[config.mk]
export PLATFORM = sky130hd
export DESIGN_NAME = bf16_add
export DESIGN_NICKNAME = d
export VERILOG_FILES = /design/src/rtl/bf16_add.sv
export SDC_FILE = /design/constraint.sdc
export NUM_CORES = 1
export LEC_CHECK = 0
export CAP_MARGIN = 20
export CORE_ASPECT_RATIO = 0.9
export CORE_UTILIZATION = 55
export CTS_BUF_LIST = sky130_fd_sc_hd__clkbuf_8
export CTS_CLUSTER_DIAMETER = 120
export DETAILED_ROUTE_END_ITERATION = 10
export PLACE_DENSITY = 0.79
export RECOVER_POWER = 25
export SYNTH_ARGS = -nofsm -noshare
export SYNTH_HDL_FRONTEND = slang
export SYNTH_SLANG_ARGS = --single-unit
[constraint.sdc]
create_clock -name clk -period 12.4 [get_ports clk]
set_input_delay 1.24 -clock clk [delete_from_list [all_inputs] [get_ports clk]]
set_output_delay 1.24 -clock clk [all_outputs]
set_load 0.1 [all_outputs]
[src/rtl/bf16_add.sv]
// BFloat16 adder: one combinational add/round stage feeding the output register.
// Subnormal inputs are flushed to zero and subnormal results are never produced.
module bf16_add (
  input  logic       clk,
  input  logic       nreset,
  input  logic       sa_i,
  input  logic [7:0] ea_i,
  input  logic [6:0] ma_i,
  input  logic       sb_i,
  input  logic [7:0] eb_i,
  input  logic [6:0] mb_i,
  output logic       s_o,
  output logic [7:0] e_o,
  output logic [6:0] m_o
);

  logic              a_zero, a_inf, a_nan;
  logic              b_zero, b_inf, b_nan;
  logic              swap;
  logic              sx, sy;
  logic [7:0]        ex, ey, diff;
  logic [6:0]        mx, my;
  logic [10:0]       sig_x, sig_y, sig_y_sh;
  logic [20:0]       wide;
  logic [11:0]       sum;
  logic [9:0]        norm;
  logic [3:0]        lzc;
  logic              fin_zero;
  logic signed [9:0] exp_n, exp_r;
  logic [7:0]        mant_r;
  logic              rnd_up;
  logic              res_s;
  logic [7:0]        res_e;
  logic [6:0]        res_m;

  function automatic logic [3:0] lzc11(input logic [10:0] v);
    logic [3:0] n;
    n = 4'd11;
    for (int i = 0; i <= 10; i++) begin
      if (v[i]) n = 4'(10 - i);
    end
    return n;
  endfunction

  assign a_zero = (ea_i == 8'h00);
  assign a_inf  = (ea_i == 8'hFF) && (ma_i == 7'd0);
  assign a_nan  = (ea_i == 8'hFF) && (ma_i != 7'd0);
  assign b_zero = (eb_i == 8'h00);
  assign b_inf  = (eb_i == 8'hFF) && (mb_i == 7'd0);
  assign b_nan  = (eb_i == 8'hFF) && (mb_i != 7'd0);

  // X always holds the larger magnitude so the subtraction below never goes negative.
  assign swap  = {eb_i, mb_i} > {ea_i, ma_i};
  assign sx    = swap ? sb_i : sa_i;
  assign sy    = swap ? sa_i : sb_i;
  assign ex    = swap ? eb_i : ea_i;
  assign ey    = swap ? ea_i : eb_i;
  assign mx    = swap ? mb_i : ma_i;
  assign my    = swap ? ma_i : mb_i;
  assign diff  = ex - ey;
  assign sig_x = {1'b1, mx, 3'b000};
  assign sig_y = {1'b1, my, 3'b000};

  always_comb begin
    wide = {sig_y, 10'd0} >> diff;
    if (diff >= 8'd10) begin
      sig_y_sh = 11'd1;
    end else begin
      sig_y_sh = wide[20:10] | {10'd0, |wide[9:0]};
    end
  end

  // norm holds the fraction below the hidden bit: 7 mantissa bits then G, R, S.
  always_comb begin
    sum      = '0;
    norm     = '0;
    lzc      = '0;
    exp_n    = '0;
    fin_zero = 1'b0;
    if (sx == sy) begin
      sum = {1'b0, sig_x} + {1'b0, sig_y_sh};
      if (sum[11]) begin
        norm  = {sum[10:2], sum[1] | sum[0]};
        exp_n = $signed({2'b00, ex}) + 10'sd1;
      end else begin
        norm  = sum[9:0];
        exp_n = $signed({2'b00, ex});
      end
    end else begin
      sum = {1'b0, sig_x} - {1'b0, sig_y_sh};
      if (sum[10:0] == 11'd0) begin
        fin_zero = 1'b1;
      end else begin
        lzc   = lzc11(sum[10:0]);
        norm  = sum[9:0] << lzc;
        exp_n = $signed({2'b00, ex}) - $signed({6'd0, lzc});
      end
    end
  end

  assign rnd_up = norm[2] & (norm[1] | norm[0] | norm[3]);
  assign mant_r = {1'b0, norm[9:3]} + {7'd0, rnd_up};
  assign exp_r  = exp_n + (mant_r[7] ? 10'sd1 : 10'sd0);

  always_comb begin
    res_s = 1'b0;
    res_e = 8'h00;
    res_m = 7'd0;
    if (a_nan || b_nan || (a_inf && b_inf && (sa_i != sb_i))) begin
      res_e = 8'hFF;
      res_m = 7'h40;
    end else if (a_inf) begin
      res_s = sa_i;
      res_e = 8'hFF;
    end else if (b_inf) begin
      res_s = sb_i;
      res_e = 8'hFF;
    end else if (a_zero && b_zero) begin
      res_s = sa_i & sb_i;
    end else if (a_zero) begin
      res_s = sb_i;
      res_e = eb_i;
      res_m = mb_i;
    end else if (b_zero) begin
      res_s = sa_i;
      res_e = ea_i;
      res_m = ma_i;
    end else if (fin_zero) begin
      res_s = 1'b0;
    end else if (exp_n <= 10'sd0) begin
      res_s = sx;
    end else if (exp_r >= 10'sd255) begin
      res_s = sx;
      res_e = 8'hFF;
    end else begin
      res_s = sx;
      res_e = exp_r[7:0];
      res_m = mant_r[6:0];
    end
  end

  always_ff @(posedge clk) begin
    if (!nreset) begin
      s_o <= 1'b0;
      e_o <= 8'h00;
      m_o <= 7'd0;
    end else begin
      s_o <= res_s;
      e_o <= res_e;
      m_o <= res_m;
    end
  end

endmodule

* Yosys cells after proc, flatten, opt, wreduce, memory -nomap -nowiden
Cells that the tools add are included.
** Operators by class
- Shift operators :: 2
- Bitwise gates (word level) :: 7
- Order comparisons :: 4
- Eq/ne operators :: 4
- Reduce and logical (&&, ||, !) cells :: 19
- $add $sub $neg :: 7
- Multiplexer cells :: 53
** Operator list (count)
- 8-bit two-way mux :: 11
- 7-bit two-way mux :: 11
- 10-bit two-way mux :: 5
- 4-bit two-way mux :: 12
- 21-bit by 8-bit >> shifter with 21-bit output :: 1
- 8-bit == test (second input constant) :: 2
- 8-bit zero test :: 2
- 15-bit > comparator :: 1
- 7-bit zero test :: 2
- 7-bit nonzero test :: 2
- 11-bit by 11-bit adder with 12-bit output :: 1
- 1-bit two-way mux :: 12
- 11-bit zero test :: 1
- 11-bit two-way mux :: 1
- 11-bit by 1-bit bitwise OR with 11-bit output :: 1
- 11-bit subtractor :: 1
- 10-bit by 2-bit adder with 10-bit output :: 1
- 10-bit by 9-bit greater-or-equal comparator with 1-bit output (second input constant) :: 1
- 10-bit by 1-bit less-or-equal comparator with 1-bit output (second input constant) :: 1
- 10-bit OR reduction :: 1
- 10-bit by 4-bit << shifter with 10-bit output :: 1
- 8-bit by 1-bit adder with 9-bit output (second input constant) :: 1
- 9-bit two-way mux :: 1
- 8-bit by 4-bit subtractor with 9-bit output :: 1
- 12 further kinds :: 22
** Storage, ports and cells
- Word-level logic and storage cells :: 100
- Flip-flop bits (word level) :: 16
- Output and inout bits :: 16
- Input bits :: 34

* Depth between registers and ports, before layout
- Depth after elaboration :: 40
- Depth in mapped cells :: 52
- Gate-level depth less buffers :: 47

* Least setup slack after synthesis
OpenSTA, ideal clock, no wires.
- Kind :: input to register
- Start point :: input port ea_i[6]
- End point :: register m_o[4]
- Path slack :: 2.522 ns
- Cell stages on the path :: 51
- Setup time :: 0.138 ns
- Arrival time :: 9.740 ns
- Required time :: 12.262 ns
- Path buffers :: 5
- Cells stage by stage :: inv_1 -> ha_1 -> buf_6 -> and2_4 -> and3_4 -> a211oi_4 -> a21o_1 -> buf_6 -> buf_2 -> a21oi_1 -> ha_1 -> or3_1 -> a21o_1 -> and2_1 -> clkbuf_1 -> a211oi_1 -> a21oi_1 -> o311ai_4 -> [... 15 more ...] -> nor2_2 -> inv_2 -> o41a_1 -> o21ai_1 -> and3_1 -> nand2_1 -> nor3b_1 -> ha_1 -> nand3_1 -> or2_1 -> nor2_1 -> xor2_1 -> nor4_1 -> a41oi_1 -> and2_1 -> buf_6 -> a221oi_2 -> nor3_1
** On the way
- Word-level cells in the longest chain between the ends :: 36
- Elaborated cells between the ends (all ways) :: 65
- Those cells by class :: 7 x add/sub; 4 x order compare; 2 x eq/ne; 2 x shift; 34 x mux; 5 x bitwise; 11 x reduce/logical
** RTL lines
- start: declaration :: RTL line 7 : input logic [7:0] ea_i,
- 15-bit > comparator :: RTL line 53 : assign swap = {eb_i, mb_i} > {ea_i, ma_i};
- 8-bit two-way mux, on equally long branches :: RTL line 56, 57
- 8-bit subtractor :: RTL line 60 : assign diff = ex - ey;
- 21-bit by 8-bit >> shifter with 21-bit output :: RTL line 65 : wide = {sig_y, 10'd0} >> diff;
- 10-bit OR reduction :: RTL line 69 : sig_y_sh = wide[20:10] | {10'd0, |wide[9:0]};
- 11-bit by 1-bit bitwise OR with 11-bit output :: RTL line 69
- 11-bit two-way mux :: RTL line 66 : if (diff >= 8'd10) begin
- 11-bit subtractor :: RTL line 90 : sum = {1'b0, sig_x} - {1'b0, sig_y_sh};
- [... 20 more ...]
- 1-bit two-way mux :: RTL line 103 : assign exp_r = exp_n + (mant_r[7] ? 10'sd1 : 10'sd0);
- 10-bit by 2-bit adder with 10-bit output :: RTL line 103
- 10-bit by 9-bit greater-or-equal comparator with 1-bit output :: RTL line 132 : end else if (exp_r >= 10'sd255) begin
- 7-bit two-way mux :: RTL line 132
- 7-bit two-way mux :: RTL line 130 : end else if (exp_n <= 10'sd0) begin
- 7-bit two-way mux :: RTL line 128 : end else if (fin_zero) begin
- 7-bit two-way mux :: RTL line 124 : end else if (b_zero) begin
- 7-bit two-way mux :: RTL line 120 : end else if (a_zero) begin
- end signal: assignment :: RTL line 150 : m_o <= res_m;
- end: declaration :: RTL line 14 : output logic [6:0] m_o
Parallel ways exist; a longest one is shown, timed or not. The select of a mux whose other input is x is not followed.
A chain may end at the register's enable or synchronous reset.

* Worst setup path after layout
- Start point :: input port ea_i[2]
- End point :: register m_o[5]
The elaborated chain is that of the path after synthesis.

==> results.md <==
- Status: complete, no violations
- Ratio of cells with drive above 1 in the final layout: 0.0920
- Routed WL: 18.5 mm
- Post-cts sizing count: 0
- Final worst slack: 0.755 ns
- Die area: 10300 µm²
- Worst-path clk slew: 0.06 ns
- H-tree levels: 1
- Max IR drop VDD: 0.129 mV
- Final Max Tran Viols: 0
- Diode count: 0
- Storage cell area: 320 µm²
- Final TNS setup: 0 ns
- Cts bufs inserted: 3
- # hold bufs at CTS: 0
- Max Root-Sink Buffers: 2
- Placeable Area: 9660 µm²
- Final hold violation count: 0
- Most common flop cell mapped by yosys: dfxtp_1
- Synth Warn #: 0
- Mean post-synth cell area: 7.03 µm²
- Worst Path Max Fanout: 17
- Area occupied by multi-input gates: 4790 µm²
- Remaining global-route overflow: 0
- Cells after Synth: 778
- Worst hold slack: 1.67 ns
- Power, Total: 721 µW
- Antenna-violating nets left: 0
- Ys async rst share: 0
- Critical Path RT: 12.57 ns
- CTS root buffer: clkbuf_8
- # DRC: 0
- Setup Fix Bufs, Post-CTS: 0
- Placed Instances: 926
- Post-synth EDFFs: 0
- Starting density of the core: 0.566
- Vias in the first global route: 5671
- Cell Count, Final, Fillers Out: 930
- Register area share after synthesis: 0.0586
- DP HPWL: 14.8 mm
- Aggregate global-route resource usage: 0.348
- DR iter-0 viols: 649
- Die height: 96.6 µm
- Netlist cell types: 101
- CP Class: in -> reg
- DR vias: 6310
- Worst slack at placement: 0.826 ns
- #FFs+latches synth: 16
- RSZ-0062 raised after global routing: no
- Mapped Nets: 857
- Drt pass-1 iters: 6
- Worst slew margin relative to its limit: 0.245
- Clock sinks: 16
- Most frequent cells in the layout: nand2_1, nor2_1, o21ai_0
- RD Place Congestion: 1.07
- Critical Path End Type: flop
- First-pass GRT wire length: 28.6 mm
- CP max stage cell: ha_1
- Max Clk Rate: 85.9 MHz
- TritonCTS clock tree: built
- Die width: 107 µm
- Commonest non-fill, non-tap cell in the layout: nand2_1
- P&R area growth vs syn: 10.6%
- Port bufs: 49
- Post-Syn Area: 5470 µm²
- Fin nets: 885
- Fin crit period: 11.64 ns
- Wirelength per Cell: 19.9 µm
- Crit path DAT: 11.82 ns
- Final cycle utilization of the critical path: 0.939
- CP max stage delay: 0.62 ns
- Final setup violation count: 0
- Pleak: 0.00245 µW
- # IOs: 50
- Actual slew at the worst max-slew pin: 1.13 ns
- Pin count of the biggest net entering global routing: 27
- Via/cell ratio: 6.78
- CP startpoint kind: primary input
- Number of cell rows: 34
- Power per Cell Area: 119 nW/µm²
- Fill count: 907
- Initial antenna violation count: 0
- Min-delay worst type: in -> reg
- Max cap viols: 0
cells by family (layout without fill, tap and decap cells):
kind of cell / Yosys count / count (layout) / share of synthesized area
muxes: 48 / 48 / 0.0975
AOI/OAI and AO/OA: 237 / 237 / 0.325
adders and majority gates: 45 / 45 / 0.106
DFF: 16 / 16 / 0.0586
buffers and inverters: 84 / 110 / 0.0673
and+or+nand+nor: 316 / 316 / 0.295
xor gates and xnor gates: 32 / 32 / 0.0513
cell usage after synthesis, types with 10 or more instances:
library cell  count  share of area
nand2_1          87          0.060
nor2_1           69          0.047
o21ai_0          53          0.049
inv_1            47          0.032
ha_1             43          0.098
a21oi_1          41          0.038
nand3_1          33          0.030
mux2i_1          28          0.051
clkbuf_1         22          0.015
xnor2_1          22          0.035
nor3_1           20          0.018
nand4_1          19          0.022
dfxtp_1          16          0.059
a31oi_1          15          0.017
and2_1           15          0.017
o211ai_1         12          0.016
mux2_2           11          0.023
o21ai_1          11          0.010
nand2b_1         10          0.011
xor2_1           10          0.016
metal layers:
layer  routed length, µm  part of all wire  track usage
met1                7970              0.43        0.463
met2                8380              0.45        0.602
met3                1440             0.078       0.0181
met4                 722             0.039        0.124
met5                   0                 0            0
critical path: cells and delay by family:
kind / cells / cell delay [ns]
AO/OA/AOI/OAI: 15 / 3.33
multiplexers: 1 / 0.08
adder cells (fa/ha/maj): 5 / 1.81
buffers and inverters: 6 / 1.40
AND/OR/NAND/NOR: 18 / 3.81
XOR/XNOR: 1 / 0.13
stage by stage:
| step | cell area, µm² | util |
|---|---|---|
| after detailed placement | 6000 | 0.621 |
| after global placement | 6000 | 0.621 |
| after CTS | 6040 | 0.625 |
| final | 6050 | 0.626 |
| after floorplan | 5470 | - |
| after global routing | 6050 | 0.626 |
cell type report:
cell class                 instances  area share
sequential                        16      0.0530
inverter                          50      0.0315
tap                              126      0.0261
multi-input combinational        678       0.792
timing repair buffer              57      0.0911
clock buffer                       3     0.00683
power by group:
part,switching (µW),internal (µW),total (µW)
logic,406,209,614
registers,4.73,63.6,68.3
clock network,17.1,21.5,38.6
path summary, 6_finish.rpt:
check,from,slack (ns),cells after the start,to
worst max-delay path,ea_i[2],0.76,46,m_o[5]
worst min-delay path,sa_i,1.67,3,s_o
flip-flops by register name, indices dropped and copies added, names as in the netlist:
| name | count |
|---|---|
| e_o | 8 |
| m_o | 7 |
| s_o | 1 |
(Power assumes the default switching activity.)
